## config.mk

```make
export PLATFORM = sky130hd
export DESIGN_NAME = oup_ulpi_regaccess_flat
export DESIGN_NICKNAME = d
export VERILOG_FILES = /design/src/rtl/oup_ulpi_regaccess_pkg.sv /design/src/rtl/oup_ulpi_regaccess_if.sv /design/src/rtl/oup_ulpi_regaccess.sv /design/src/flat_wrapper.sv
export SDC_FILE = /design/constraint.sdc
export NUM_CORES = 1
export LEC_CHECK = 0
export ABC_AREA = 1
export CAP_MARGIN = 10
export CORE_AREA = 2 2 81 83
export CTS_CLUSTER_DIAMETER = 40
export CTS_CLUSTER_SIZE = 10
export DETAILED_ROUTE_END_ITERATION = 10
export DIE_AREA = 0 0 83 85
export GPL_ROUTABILITY_DRIVEN = 0
export GPL_TIMING_DRIVEN = 0
export PLACE_DENSITY = 0.7
export SLEW_MARGIN = 20
export SYNTH_ARGS = -nofsm -noshare
export SYNTH_HDL_FRONTEND = slang
export SYNTH_SLANG_ARGS = --single-unit
```

## constraint.sdc

```tcl
create_clock -name clk_i -period 1.7 [get_ports clk_i]
set_input_delay 0.255 -clock clk_i [delete_from_list [all_inputs] [get_ports clk_i]]
set_output_delay 0.255 -clock clk_i [all_outputs]
set_load 0.01 [all_outputs]
```

## src/rtl/oup_ulpi_regaccess_pkg.sv

```systemverilog
// Shared ULPI register-access constants, state encoding and TX CMD helpers.
package oup_ulpi_pkg;

    localparam logic [1:0] TXCMD_REGW    = 2'b10;
    localparam logic [1:0] TXCMD_REGR    = 2'b11;
    localparam logic [5:0] EXT_ADDR_CODE = 6'h2F;
    localparam logic [7:0] NOOP          = 8'h00;

    typedef enum logic [3:0] {
        S_IDLE    = 4'd0,
        S_CMD     = 4'd1,
        S_EXTADDR = 4'd2,
        S_WDATA   = 4'd3,
        S_STP     = 4'd4,
        S_RD_TURN = 4'd5,
        S_RD_DATA = 4'd6,
        S_RD_BACK = 4'd7,
        S_ABORT   = 4'd8,
        S_RESP    = 4'd9
    } regaccess_state_t;

    // 6'h2F is reserved as the escape code, so it must also go out extended
    function automatic logic is_ext_addr(input logic [7:0] addr);
        return (addr[7:6] != 2'b00) || (addr[5:0] == EXT_ADDR_CODE);
    endfunction

    function automatic logic [7:0] tx_cmd(input logic wr, input logic [7:0] addr);
        logic [5:0] field;
        field = is_ext_addr(addr) ? EXT_ADDR_CODE : addr[5:0];
        return {(wr ? TXCMD_REGW : TXCMD_REGR), field};
    endfunction

endpackage

```

## src/rtl/oup_ulpi_regaccess_if.sv

```systemverilog
// Request/response handshake and ULPI bus signals of the register-access engine.
interface oup_ulpi_regaccess_if;

    logic       req_valid_i;
    logic       req_ready_o;
    logic       req_write_i;
    logic [7:0] req_addr_i;
    logic [7:0] req_wdata_i;
    logic       rsp_valid_o;
    logic [7:0] rsp_rdata_o;
    logic       rsp_err_o;
    logic       ulpi_dir_i;
    logic       ulpi_nxt_i;
    logic [7:0] ulpi_data_i;
    logic [7:0] ulpi_data_o;
    logic       ulpi_data_oe_o;
    logic       ulpi_stp_o;

    modport master (
        output req_valid_i, req_write_i, req_addr_i, req_wdata_i,
        output ulpi_dir_i, ulpi_nxt_i, ulpi_data_i,
        input  req_ready_o, rsp_valid_o, rsp_rdata_o, rsp_err_o,
        input  ulpi_data_o, ulpi_data_oe_o, ulpi_stp_o
    );

    modport slave (
        input  req_valid_i, req_write_i, req_addr_i, req_wdata_i,
        input  ulpi_dir_i, ulpi_nxt_i, ulpi_data_i,
        output req_ready_o, rsp_valid_o, rsp_rdata_o, rsp_err_o,
        output ulpi_data_o, ulpi_data_oe_o, ulpi_stp_o
    );

endinterface

```

## src/rtl/oup_ulpi_regaccess.sv

```systemverilog
// Link-side ULPI register access engine: single register reads/writes as TX CMD
// sequences with nxt throttling, dir turnaround, PHY-abort retry and timeout.
module oup_ulpi_regaccess
    import oup_ulpi_pkg::*;
#(
    parameter int MAX_RETRY   = 3,
    parameter int NXT_TIMEOUT = 255
) (
    input  logic                clk_i,
    input  logic                rst_ni,
    oup_ulpi_regaccess_if.slave bus
);

    localparam int TW = $clog2(NXT_TIMEOUT + 1);
    localparam int RW = $clog2(MAX_RETRY + 2);

    regaccess_state_t state_r;
    regaccess_state_t next_state_s;
    regaccess_state_t after_addr_s;

    logic          wr_r;
    logic [7:0]    addr_r;
    logic [7:0]    wdata_r;
    logic [TW-1:0] tmo_cnt_r;
    logic [RW-1:0] retry_r;
    logic          err_pend_r;
    logic          idle_r;
    logic          rsp_valid_r;
    logic          rsp_err_r;
    logic          stp_r;
    logic [7:0]    rdata_r;
    logic [7:0]    data_r;

    logic          accept_s;
    logic          wait_s;
    logic          tmo_s;
    logic          err_set_s;
    logic          retry_inc_s;
    logic          sel_wr_s;
    logic [7:0]    sel_addr_s;
    logic [7:0]    sel_wdata_s;
    logic [7:0]    data_next_s;

    assign bus.req_ready_o    = idle_r && !bus.ulpi_dir_i;
    assign bus.rsp_valid_o    = rsp_valid_r;
    assign bus.rsp_rdata_o    = rdata_r;
    assign bus.rsp_err_o      = rsp_err_r;
    assign bus.ulpi_data_o    = data_r;
    assign bus.ulpi_stp_o     = stp_r;
    assign bus.ulpi_data_oe_o = !bus.ulpi_dir_i;

    assign accept_s     = idle_r && bus.req_valid_i && !bus.ulpi_dir_i;
    assign wait_s       = (state_r == S_CMD) || (state_r == S_EXTADDR) || (state_r == S_WDATA) ||
                          (state_r == S_RD_TURN) || (state_r == S_RD_BACK) || (state_r == S_ABORT);
    assign tmo_s        = wait_s && (tmo_cnt_r == TW'(NXT_TIMEOUT - 1));
    assign after_addr_s = wr_r ? S_WDATA : S_RD_TURN;

    // Output bytes are registered from the next state, so request fields come
    // straight from the inputs in the accept cycle.
    assign sel_wr_s    = accept_s ? bus.req_write_i : wr_r;
    assign sel_addr_s  = accept_s ? bus.req_addr_i  : addr_r;
    assign sel_wdata_s = accept_s ? bus.req_wdata_i : wdata_r;

    // state register
    always_ff @(posedge clk_i or negedge rst_ni) begin
        if (!rst_ni) begin
            state_r <= S_IDLE;
        end else begin
            state_r <= next_state_s;
        end
    end

    // next-state logic; a dir rise in a driving state wins over nxt and timeout
    always_comb begin
        next_state_s = state_r;
        err_set_s    = 1'b0;
        retry_inc_s  = 1'b0;
        case (state_r)
            S_IDLE: begin
                if (accept_s) next_state_s = S_CMD;
                else          next_state_s = S_IDLE;
            end
            S_CMD: begin
                if (bus.ulpi_dir_i)      next_state_s = S_ABORT;
                else if (bus.ulpi_nxt_i) next_state_s = is_ext_addr(addr_r) ? S_EXTADDR : after_addr_s;
                else if (tmo_s)          begin next_state_s = S_STP; err_set_s = 1'b1; end
                else                     next_state_s = S_CMD;
            end
            S_EXTADDR: begin
                if (bus.ulpi_dir_i)      next_state_s = S_ABORT;
                else if (bus.ulpi_nxt_i) next_state_s = after_addr_s;
                else if (tmo_s)          begin next_state_s = S_STP; err_set_s = 1'b1; end
                else                     next_state_s = S_EXTADDR;
            end
            S_WDATA: begin
                if (bus.ulpi_dir_i)      next_state_s = S_ABORT;
                else if (bus.ulpi_nxt_i) next_state_s = S_STP;
                else if (tmo_s)          begin next_state_s = S_STP; err_set_s = 1'b1; end
                else                     next_state_s = S_WDATA;
            end
            S_STP: next_state_s = S_RESP;
            S_RD_TURN: begin
                if (bus.ulpi_dir_i) next_state_s = S_RD_DATA;
                else if (tmo_s)     begin next_state_s = S_RESP; err_set_s = 1'b1; end
                else                next_state_s = S_RD_TURN;
            end
            S_RD_DATA: next_state_s = S_RD_BACK;
            S_RD_BACK: begin
                if (!bus.ulpi_dir_i) next_state_s = S_RESP;
                else if (tmo_s)      begin next_state_s = S_RESP; err_set_s = 1'b1; end
                else                 next_state_s = S_RD_BACK;
            end
            S_ABORT: begin
                if (!bus.ulpi_dir_i) begin
                    if (retry_r < RW'(MAX_RETRY)) begin
                        retry_inc_s  = 1'b1;
                        next_state_s = S_CMD;
                    end else begin
                        err_set_s    = 1'b1;
                        next_state_s = S_RESP;
                    end
                end else if (tmo_s) begin
                    err_set_s    = 1'b1;
                    next_state_s = S_RESP;
                end else begin
                    next_state_s = S_ABORT;
                end
            end
            S_RESP:  next_state_s = S_IDLE;
            default: next_state_s = S_IDLE;
        endcase
    end

    // byte to present on the bus in the coming cycle
    always_comb begin
        case (next_state_s)
            S_CMD:     data_next_s = tx_cmd(sel_wr_s, sel_addr_s);
            S_EXTADDR: data_next_s = sel_addr_s;
            S_WDATA:   data_next_s = sel_wdata_s;
            default:   data_next_s = NOOP;
        endcase
    end

    // request latch, retry/timeout counters and pending error
    always_ff @(posedge clk_i or negedge rst_ni) begin
        if (!rst_ni) begin
            wr_r       <= 1'b0;
            addr_r     <= 8'h00;
            wdata_r    <= 8'h00;
            retry_r    <= '0;
            tmo_cnt_r  <= '0;
            err_pend_r <= 1'b0;
        end else begin
            if (accept_s) begin
                wr_r    <= bus.req_write_i;
                addr_r  <= bus.req_addr_i;
                wdata_r <= bus.req_wdata_i;
            end
            if (accept_s)         retry_r <= '0;
            else if (retry_inc_s) retry_r <= retry_r + RW'(1);
            if (next_state_s != state_r) tmo_cnt_r <= '0;
            else if (wait_s)             tmo_cnt_r <= tmo_cnt_r + TW'(1);
            else                         tmo_cnt_r <= '0;
            if (accept_s)       err_pend_r <= 1'b0;
            else if (err_set_s) err_pend_r <= 1'b1;
        end
    end

    // registered outputs
    always_ff @(posedge clk_i or negedge rst_ni) begin
        if (!rst_ni) begin
            idle_r      <= 1'b0;
            rsp_valid_r <= 1'b0;
            rsp_err_r   <= 1'b0;
            stp_r       <= 1'b0;
            data_r      <= NOOP;
            rdata_r     <= 8'h00;
        end else begin
            idle_r      <= (next_state_s == S_IDLE);
            rsp_valid_r <= (next_state_s == S_RESP);
            rsp_err_r   <= (next_state_s == S_RESP) && (err_pend_r || err_set_s);
            stp_r       <= (next_state_s == S_STP);
            data_r      <= data_next_s;
            if (state_r == S_RD_DATA) rdata_r <= bus.ulpi_data_i;
        end
    end

endmodule

```

## src/flat_wrapper.sv

```systemverilog
// flat-port wrapper written by rule: the top's interface ports become plain ports
module oup_ulpi_regaccess_flat import oup_ulpi_pkg::*;
#(
    parameter int MAX_RETRY   = 3,
    parameter int NXT_TIMEOUT = 255
)
  (clk_i, rst_ni, bus_req_valid_i, bus_req_write_i, bus_req_addr_i, bus_req_wdata_i, bus_ulpi_dir_i, bus_ulpi_nxt_i, bus_ulpi_data_i, bus_req_ready_o, bus_rsp_valid_o, bus_rsp_rdata_o, bus_rsp_err_o, bus_ulpi_data_o, bus_ulpi_data_oe_o, bus_ulpi_stp_o);
  oup_ulpi_regaccess_if bus_i ();
  input  logic clk_i;
  input  logic rst_ni;
  input wire logic [$bits(bus_i.req_valid_i)-1:0] bus_req_valid_i;
  input wire logic [$bits(bus_i.req_write_i)-1:0] bus_req_write_i;
  input wire logic [$bits(bus_i.req_addr_i)-1:0] bus_req_addr_i;
  input wire logic [$bits(bus_i.req_wdata_i)-1:0] bus_req_wdata_i;
  input wire logic [$bits(bus_i.ulpi_dir_i)-1:0] bus_ulpi_dir_i;
  input wire logic [$bits(bus_i.ulpi_nxt_i)-1:0] bus_ulpi_nxt_i;
  input wire logic [$bits(bus_i.ulpi_data_i)-1:0] bus_ulpi_data_i;
  output wire logic [$bits(bus_i.req_ready_o)-1:0] bus_req_ready_o;
  output wire logic [$bits(bus_i.rsp_valid_o)-1:0] bus_rsp_valid_o;
  output wire logic [$bits(bus_i.rsp_rdata_o)-1:0] bus_rsp_rdata_o;
  output wire logic [$bits(bus_i.rsp_err_o)-1:0] bus_rsp_err_o;
  output wire logic [$bits(bus_i.ulpi_data_o)-1:0] bus_ulpi_data_o;
  output wire logic [$bits(bus_i.ulpi_data_oe_o)-1:0] bus_ulpi_data_oe_o;
  output wire logic [$bits(bus_i.ulpi_stp_o)-1:0] bus_ulpi_stp_o;
  assign bus_i.req_valid_i = bus_req_valid_i;
  assign bus_i.req_write_i = bus_req_write_i;
  assign bus_i.req_addr_i = bus_req_addr_i;
  assign bus_i.req_wdata_i = bus_req_wdata_i;
  assign bus_i.ulpi_dir_i = bus_ulpi_dir_i;
  assign bus_i.ulpi_nxt_i = bus_ulpi_nxt_i;
  assign bus_i.ulpi_data_i = bus_ulpi_data_i;
  assign bus_req_ready_o = bus_i.req_ready_o;
  assign bus_rsp_valid_o = bus_i.rsp_valid_o;
  assign bus_rsp_rdata_o = bus_i.rsp_rdata_o;
  assign bus_rsp_err_o = bus_i.rsp_err_o;
  assign bus_ulpi_data_o = bus_i.ulpi_data_o;
  assign bus_ulpi_data_oe_o = bus_i.ulpi_data_oe_o;
  assign bus_ulpi_stp_o = bus_i.ulpi_stp_o;
  oup_ulpi_regaccess #(.MAX_RETRY(MAX_RETRY), .NXT_TIMEOUT(NXT_TIMEOUT)) u_core (.clk_i(clk_i), .rst_ni(rst_ni), .bus(bus_i));
endmodule
```

==> Word-level counts from Yosys, hierarchy flattened <==
Cells that the tools add are included.
{ "classes": {"addsub": 2, "order_cmp": 1, "n_eq_ne": 17, "mux": 43, "reduce_logical": 21} }
{ "op_table": {"columns": ["cell", "n"], "rows": [
  ["4-bit 2-to-1 mux", 13],
  ["4-bit case mux with 9 select lines", 1],
  ["8-bit 2-to-1 mux", 4],
  ["8-bit case mux with 3 select lines", 1],
  ["4-bit by 3-bit equality test with 1-bit output (second input constant)", 5],
  ["3-bit 2-to-1 mux", 6],
  ["4-bit by 2-bit equality test with 1-bit output (second input constant)", 4],
  ["1-bit 2-to-1 mux", 16],
  ["6-bit equality test (second input constant)", 2],
  ["8-bit by 1-bit adder with 8-bit output (second input constant)", 1],
  ["4-bit by 1-bit equality test with 1-bit output (second input constant)", 2],
  ["4-bit equality test (second input constant)", 2],
  ["8-bit equality test (second input constant)", 1],
  ["4-bit logical NOT", 2],
  ["1-bit logical OR", 8],
  ["2-bit nonzero test", 4],
  ["6-bit 2-to-1 mux", 1],
  ["1-bit logical AND", 5],
  ["4-bit != test", 1],
  ["1-bit case mux with 4 select lines", 1],
  ["3-bit by 1-bit adder with 3-bit output (second input constant)", 1],
  ["3-bit by 2-bit < comparator with 1-bit output (second input constant)", 1],
  ["3-bit OR reduction", 1],
  ["1-bit logical NOT", 1]
]} }
{ "totals": {"register_bits": 53, "in_bits": 30, "word_cells": 97} }

==> Logic depth before layout (Yosys ltp) <==
{ "logic_depth": {"ltp_word": 13, "depth_mapped": 15, "depth_no_buf": 15} }

==> Worst setup path before layout <==
No wires, ideal clock.
{ "synth_timing": {"kind": "flip-flop to flip-flop", "start": "register u_core.tmo_cnt_r[0]", "end": "register u_core.data_r[0] (netlist: u_core.bus.ulpi_data_o[0])", "setup_ns": 0.124, "arrival_ns": 1.735, "required_ns": 1.576, "slack_ns": -0.159, "stages_incl_launch_ff": 12, "n_path_buf": 0, "path_cell_list": "dfrtp_1 inv_1 ha_1 nand3_1 nor2_4 nand2_2 nand3_1 nand3_1 nor2_1 nor2_4 nand3_1 nand3_1"} }
{ "synth_between": {"elab_chain_len": 8, "elab_cells_between_ends": 22} }
{ "synth_lines": {"columns": ["element", "line_no", "rtl"], "rows": [
  ["start, declared", "oup_ulpi_regaccess.sv:24", "logic [TW-1:0] tmo_cnt_r;"],
  ["start signal, assigned", "oup_ulpi_regaccess.sv:162", "else if (wait_s) tmo_cnt_r <= tmo_cnt_r + TW'(1);"],
  ["8-bit equality test *", "oup_ulpi_regaccess.sv:55", "assign tmo_s = wait_s && (tmo_cnt_r == TW'(NXT_TIMEOUT - 1));"],
  ["1-bit logical AND *", "oup_ulpi_regaccess.sv:55", null],
  ["3-bit 2-to-1 mux, on equally long branches", "oup_ulpi_regaccess.sv:98, oup_ulpi_regaccess.sv:86, oup_ulpi_regaccess.sv:92", null],
  ["4-bit 2-to-1 mux, on equally long branches", "oup_ulpi_regaccess.sv:97, oup_ulpi_regaccess.sv:85, oup_ulpi_regaccess.sv:91", null],
  ["4-bit 2-to-1 mux, on equally long branches", "oup_ulpi_regaccess.sv:96, oup_ulpi_regaccess.sv:84, oup_ulpi_regaccess.sv:90", null],
  ["4-bit case mux with 9 select lines *", "oup_ulpi_regaccess.sv:78", "case (state_r)"],
  ["4-bit by 2-bit equality test with 1-bit output / 4-bit by 1-bit equality test with 1-bit output (equally long branches)", "oup_ulpi_regaccess.sv:136", "case (next_state_s)"],
  ["8-bit case mux with 3 select lines *", "oup_ulpi_regaccess.sv:136", null],
  ["net u_core.data_next_s[0]", "oup_ulpi_regaccess.sv:42", "logic [7:0] data_next_s;"],
  ["end signal, assigned", "oup_ulpi_regaccess.sv:183", "data_r <= data_next_s;"],
  ["end, declared", "oup_ulpi_regaccess.sv:32", "logic [7:0] data_r;"]
]} }
Mark *: on every way through the listed nets, which the timed path passes. The rest lies on a longest branch.
A chain may end at the register's enable or synchronous reset.

==> Final worst setup path <==
{ "layout_timing": {"start": "register u_core.state_r[0]", "end": "register u_core.data_r[5] (netlist: u_core.bus.ulpi_data_o[5])"} }
{ "layout_between": {"elab_chain_len": 13, "elab_cells_between_ends": 35} }
{ "layout_lines": {"columns": ["element", "line_no", "rtl"], "rows": [
  ["start, declared", "oup_ulpi_regaccess.sv:17", "regaccess_state_t state_r;"],
  ["start signal, assigned", "oup_ulpi_regaccess.sv:69", "state_r <= next_state_s;"],
  ["4-bit by 1-bit equality test with 1-bit output / 4-bit by 2-bit equality test with 1-bit output (equally long branches)", "oup_ulpi_regaccess.sv:53, oup_ulpi_regaccess.sv:78", null],
  ["1-bit logical OR (3 in series)", "oup_ulpi_regaccess.sv:53", "assign wait_s = (state_r == S_CMD) || (state_r == S_EXTADDR) || (state_r == S_WDATA) ||"],
  ["1-bit logical OR (2 in series)", "oup_ulpi_regaccess.sv:54", "(state_r == S_RD_TURN) || (state_r == S_RD_BACK) || (state_r == S_ABORT);"],
  ["1-bit logical AND", "oup_ulpi_regaccess.sv:55", null],
  ["3-bit 2-to-1 mux, on equally long branches", "oup_ulpi_regaccess.sv:98, oup_ulpi_regaccess.sv:92", null],
  ["4-bit 2-to-1 mux, on equally long branches", "oup_ulpi_regaccess.sv:97, oup_ulpi_regaccess.sv:91", null],
  ["4-bit 2-to-1 mux, on equally long branches", "oup_ulpi_regaccess.sv:96, oup_ulpi_regaccess.sv:90", null],
  ["4-bit case mux with 9 select lines *", "oup_ulpi_regaccess.sv:78", null],
  ["net u_core.next_state_s[1]", "oup_ulpi_regaccess.sv:18", "regaccess_state_t next_state_s;"],
  ["4-bit by 2-bit equality test with 1-bit output / 4-bit by 1-bit equality test with 1-bit output (equally long branches)", "oup_ulpi_regaccess.sv:136", null],
  ["8-bit case mux with 3 select lines *", "oup_ulpi_regaccess.sv:136", null],
  ["net u_core.data_next_s[5]", "oup_ulpi_regaccess.sv:42", null]
]} }
Marked as above.

==> flow_summary_export.csv <==
group,metric,value,unit
status,outcome,"finished with violations",
status,violated_checks,"setup timing",
finish,final_common_cell,"sky130_fd_sc_hd__nand2_1",
logic_synthesis,yosys_register_bits,53,
floorplan,top_level_ports,51,
timing,final_setup_violation_count,21,
detailed_routing,initialDrtViolationCount,135,
finish,post-route-cell-area,4200,µm²
worst_setup_path,critPathMaxStageDelay,0.49,ns
finish,areaGrowthSynthToFinish,48.8,%
clocking,tritoncts,"yes",
worst_setup_path,critPathSlowestCell,"sky130_fd_sc_hd__dfrtp_2",
clocking,htree_levels,2,
clocking,tritoncts.num_buffers,5,
worst_setup_path,crit_family,"simple AND/OR/NAND/NOR gates",
worst_hold_path,min_delay_path_depth,2,
worst_hold_path,worstHoldStart,"u_core.wdata_r[4]",
logic_synthesis,share_of_the_yosys_chip_area_belonging_to_registers,47.0,%
worst_setup_path,crit_required,1.95,ns
logic_synthesis,synthesis.area,2820,µm²
flow_run,drv.max_cap_violation_count,0,
global_routing,grt_antenna_before_repair,0,
detailed_routing,drt-wirelength-per-cell,15.3,µm
worst_setup_path,worst_ep_arrival_time,2.32,ns
timing,slew_headroom,55.1,%
timing,timing.final.ws_setup,-0.367,ns
clocking,ctsRootBufferMaster,"sky130_fd_sc_hd__clkbuf_8",
global_routing,vias_in_the_first_global_route,2522,
worst_setup_path,critical_path.most_common_cell,"sky130_fd_sc_hd__nor2_4",
floorplan,die-width,83,µm
worst_setup_path,critical_path_class,"flop to flop",
finish,top_library_cells_by_usage_in_the_layout_fill_and_taps_aside,"sky130_fd_sc_hd__nand2_1, sky130_fd_sc_hd__dfrtp_1, sky130_fd_sc_hd__clkdlybuf4s50_1",
worst_setup_path,critical_path_buf_inv_count,3,
detailed_routing,route.antenna.remaining_nets,0,
logic_synthesis,post_synthesis_net_count,373,
worst_hold_path,holdPathEnd,"u_core.wdata_r[4]",
clocking,clkSlewWorstSetupHoldPaths,0.09,ns
timing,hold_slack,0.495,ns
timing,finalHoldViolCount,0,
worst_setup_path,reg2regPathDepth,14,
worst_hold_path,min-delay-path-class,"flop to flop",
worst_setup_path,r2r_end,"u_core.bus.ulpi_data_o[5]",
detailed_routing,vias,2675,
floorplan,initial_utilization,45.5,%
global_routing,first_pass_grt_wire_length,11.5,mm
placement,detailedPlacementHpwl,4.53,mm
power,power-per-cell-area,1430,nW/µm²
clocking,clk_path_buf_depth,2,
global_routing,maximum_number_of_pins_on_one_net_before_global_route_repair,54,
power,power.leakage,0.00198,µW
worst_setup_path,reg2reg_slack,-0.37,ns
logic_synthesis,synthesis.instances,340,
finish,utilization,67.7,%
clocking,clk_latency,0.31,ns
timing,fmaxAchievable,484,MHz
finish,design.final.nets,464,
timing,worst_pin_slew,0.674,ns
global_routing,grt_remaining_overflow,0,
timing,layout_worst_path_cycle_share,122,%
power,ir_drop,913,µV
timing,skew,0.00568,ns
worst_setup_path,timing.critical_path.from_type,"flop",
floorplan,area_of_the_die,7060,µm²
placement,detailed_place.area,3430,µm²
logic_synthesis,synth.distinct_cells,31,
logic_synthesis,ys_warn_count,0,
placement,placement.setup.worst_slack,-0.550,ns
detailed_routing,route.final.wire_length,7.81,mm
floorplan,placement_rows,29,
logic_synthesis,avgSynthCellArea,8.29,µm²
detailed_routing,dr.pass1.iters,4,
worst_setup_path,critical_path_peak_fanout,6,
floorplan,floorplan.die.height,85,µm
timing,unrepaired_setup_endpoints_after_global_routing,"true",
worst_setup_path,worstSetupPathDepth,14,
detailed_routing,avgViaCountPerCell,5.26,
placement,placement.io_buffers,49,
timing,slew_violations,0,
finish,antennaDiodeCount,0,
detailed_routing,drc,0,
clocking,clkSinkCount,53,
worst_setup_path,path_cells,"nor2_4, nand2_4, nand3_4, buf_6, nand3_4, nand2_4, nor2_4, nor2_4, nand2_4, buf_12, nor2_4, buf_6, nand3_2, nand3_2",
worst_setup_path,rr_startpoint,"u_core.state_r[0]",
finish,final_layout_size_suffix_gt1_share,36.6,%
worst_setup_path,endpoint_kind,"flop",
floorplan,design.core.area,6200,µm²
timing,min_period,2.07,ns
global_routing,track_usage,20.0,%
==> layer usage <==
metal / GRT usage (%) / wire length [µm] / vias to the layer above
met5: 0 / 0 / -
met4: 7.45 / 205 / 0
met3: 3.79 / 402 / 20
met2: 33.6 / 3940 / 95
met1: 25.8 / 3260 / 1270
li1: - / - / 1290
==> area by class of cell <==
class                      count  area [µm²]
buffer                         8        63.8
tap                           77        96.3
clock buffer                   6        72.6
timing repair buffer          83         777
inverter                      34         140
sequential                    53        1330
clock inverter                 2        10.0
fill                         472        2010
multi-input combinational    246        1710
==> through the flow <==
step / total power (µW) / setup TNS (ns) / instances
after floorplan: 3410 / -0.501 / 340
after global placement: 4110 / -73.78 / 466
after detailed placement: 4150 / -10.16 / 466
after CTS: 5320 / -4.55 / 490
after global routing: 6360 / -8.13 / 509
final: 5980 / -5.98 / 509
==> kinds of logic (layout without fill, tap and decap cells) <==
group	Yosys count	after routing	synth area share, %
buf+inv	42	133	6.74
xor+xnor	3	3	0.932
simple gates	207	208	35.8
compound gates	24	24	4.97
mux	8	8	3.19
flops	53	53	47.0
fa+ha+maj	3	3	1.33
==> synthesized netlist by cell type <==
cell / count / share of area [%]
sky130_fd_sc_hd__a21oi_1: 5 / 0.89
sky130_fd_sc_hd__nor3_2: 1 / 0.35
sky130_fd_sc_hd__inv_1: 28 / 3.7
sky130_fd_sc_hd__dfrtp_1: 53 / 47
sky130_fd_sc_hd__inv_2: 5 / 0.67
sky130_fd_sc_hd__o22ai_1: 1 / 0.22
sky130_fd_sc_hd__nor2_4: 6 / 2.4
sky130_fd_sc_hd__a31oi_1: 3 / 0.67
sky130_fd_sc_hd__nor2_2: 3 / 0.67
sky130_fd_sc_hd__xor2_1: 3 / 0.93
sky130_fd_sc_hd__mux2_2: 8 / 3.2
sky130_fd_sc_hd__o21ai_0: 10 / 1.8
sky130_fd_sc_hd__o21a_1: 2 / 0.53
sky130_fd_sc_hd__clkinv_1: 1 / 0.13
sky130_fd_sc_hd__nand3_2: 3 / 1.1
sky130_fd_sc_hd__o211ai_1: 1 / 0.27
sky130_fd_sc_hd__a31o_2: 1 / 0.31
sky130_fd_sc_hd__nand3_1: 51 / 9.1
sky130_fd_sc_hd__nand2_1: 85 / 11
sky130_fd_sc_hd__nor2_1: 35 / 4.7
sky130_fd_sc_hd__nand4_1: 2 / 0.44
sky130_fd_sc_hd__nand3b_1: 3 / 0.80
sky130_fd_sc_hd__clkbuf_1: 2 / 0.27
sky130_fd_sc_hd__nor3_1: 3 / 0.53
sky130_fd_sc_hd__ha_1: 3 / 1.3
sky130_fd_sc_hd__buf_6: 4 / 1.6
sky130_fd_sc_hd__a21oi_2: 1 / 0.31
sky130_fd_sc_hd__buf_2: 2 / 0.35
sky130_fd_sc_hd__nand3_4: 3 / 1.9
sky130_fd_sc_hd__nand2_2: 9 / 2.0
sky130_fd_sc_hd__or2_2: 3 / 0.67
==> power by group <==
| group | internal [µW] | leakage [µW] | switching [µW] | total (µW) |
|---|---|---|---|---|
| clock network | 287 | 0.0000450 | 406 | 692 |
| logic | 1480 | 0.00127 | 1910 | 3390 |
| registers | 1680 | 0.000667 | 224 | 1900 |
==> registers in the layout, indices dropped and copies added (netlist names) <==
name	cells
u_core.addr_r	8
u_core.retry_r	3
u_core.tmo_cnt_r	8
u_core.bus.ulpi_data_o	8
u_core.wdata_r	8
u_core.bus.rsp_err_o	1
u_core.err_pend_r	1
u_core.bus.rsp_valid_o	1
u_core.bus.ulpi_stp_o	1
u_core.bus.rsp_rdata_o	8
u_core.state_r	4
u_core.idle_r	1
u_core.wr_r	1
==> worst max path at each step <==
stage / startpoint / to
final: u_core.state_r[0] / u_core.bus.ulpi_data_o[5]
after CTS: u_core.tmo_cnt_r[0] / u_core.tmo_cnt_r[0]
after floorplan: u_core.tmo_cnt_r[0] / u_core.tmo_cnt_r[0]
after global placement: rst_ni / u_core.bus.ulpi_data_o[0]
after global routing: u_core.state_r[0] / u_core.bus.ulpi_data_o[5]
after detailed placement: bus_req_valid_i / u_core.bus.ulpi_data_o[3]
==> timing repair <==
item | CTS | global route
setup buffers | 12 | 19
gates resized for setup | 36 | 69
endpoints found under the setup margin | 20 | 25
pin swaps | 22 | 34
cloned | 3 | 0
hold buffers | 1 | 0
hold endpoints to repair | 23 | 0
==> worst reg2reg max path: stages (launching register included) <==
cell and delay, ns:
sky130_fd_sc_hd__dfrtp_2 0.49, sky130_fd_sc_hd__nor2_4 0.15, sky130_fd_sc_hd__nand2_4 0.08, sky130_fd_sc_hd__nand3_4 0.10, sky130_fd_sc_hd__buf_6 0.14, sky130_fd_sc_hd__nand3_4 0.11, sky130_fd_sc_hd__nand2_4 0.11, sky130_fd_sc_hd__nor2_4 0.04
sky130_fd_sc_hd__nor2_4 0.14, sky130_fd_sc_hd__nand2_4 0.08, sky130_fd_sc_hd__buf_12 0.14, sky130_fd_sc_hd__nor2_4 0.19, sky130_fd_sc_hd__buf_6 0.13, sky130_fd_sc_hd__nand3_2 0.05, sky130_fd_sc_hd__nand3_2 0.06
(Power assumes the default switching activity.)
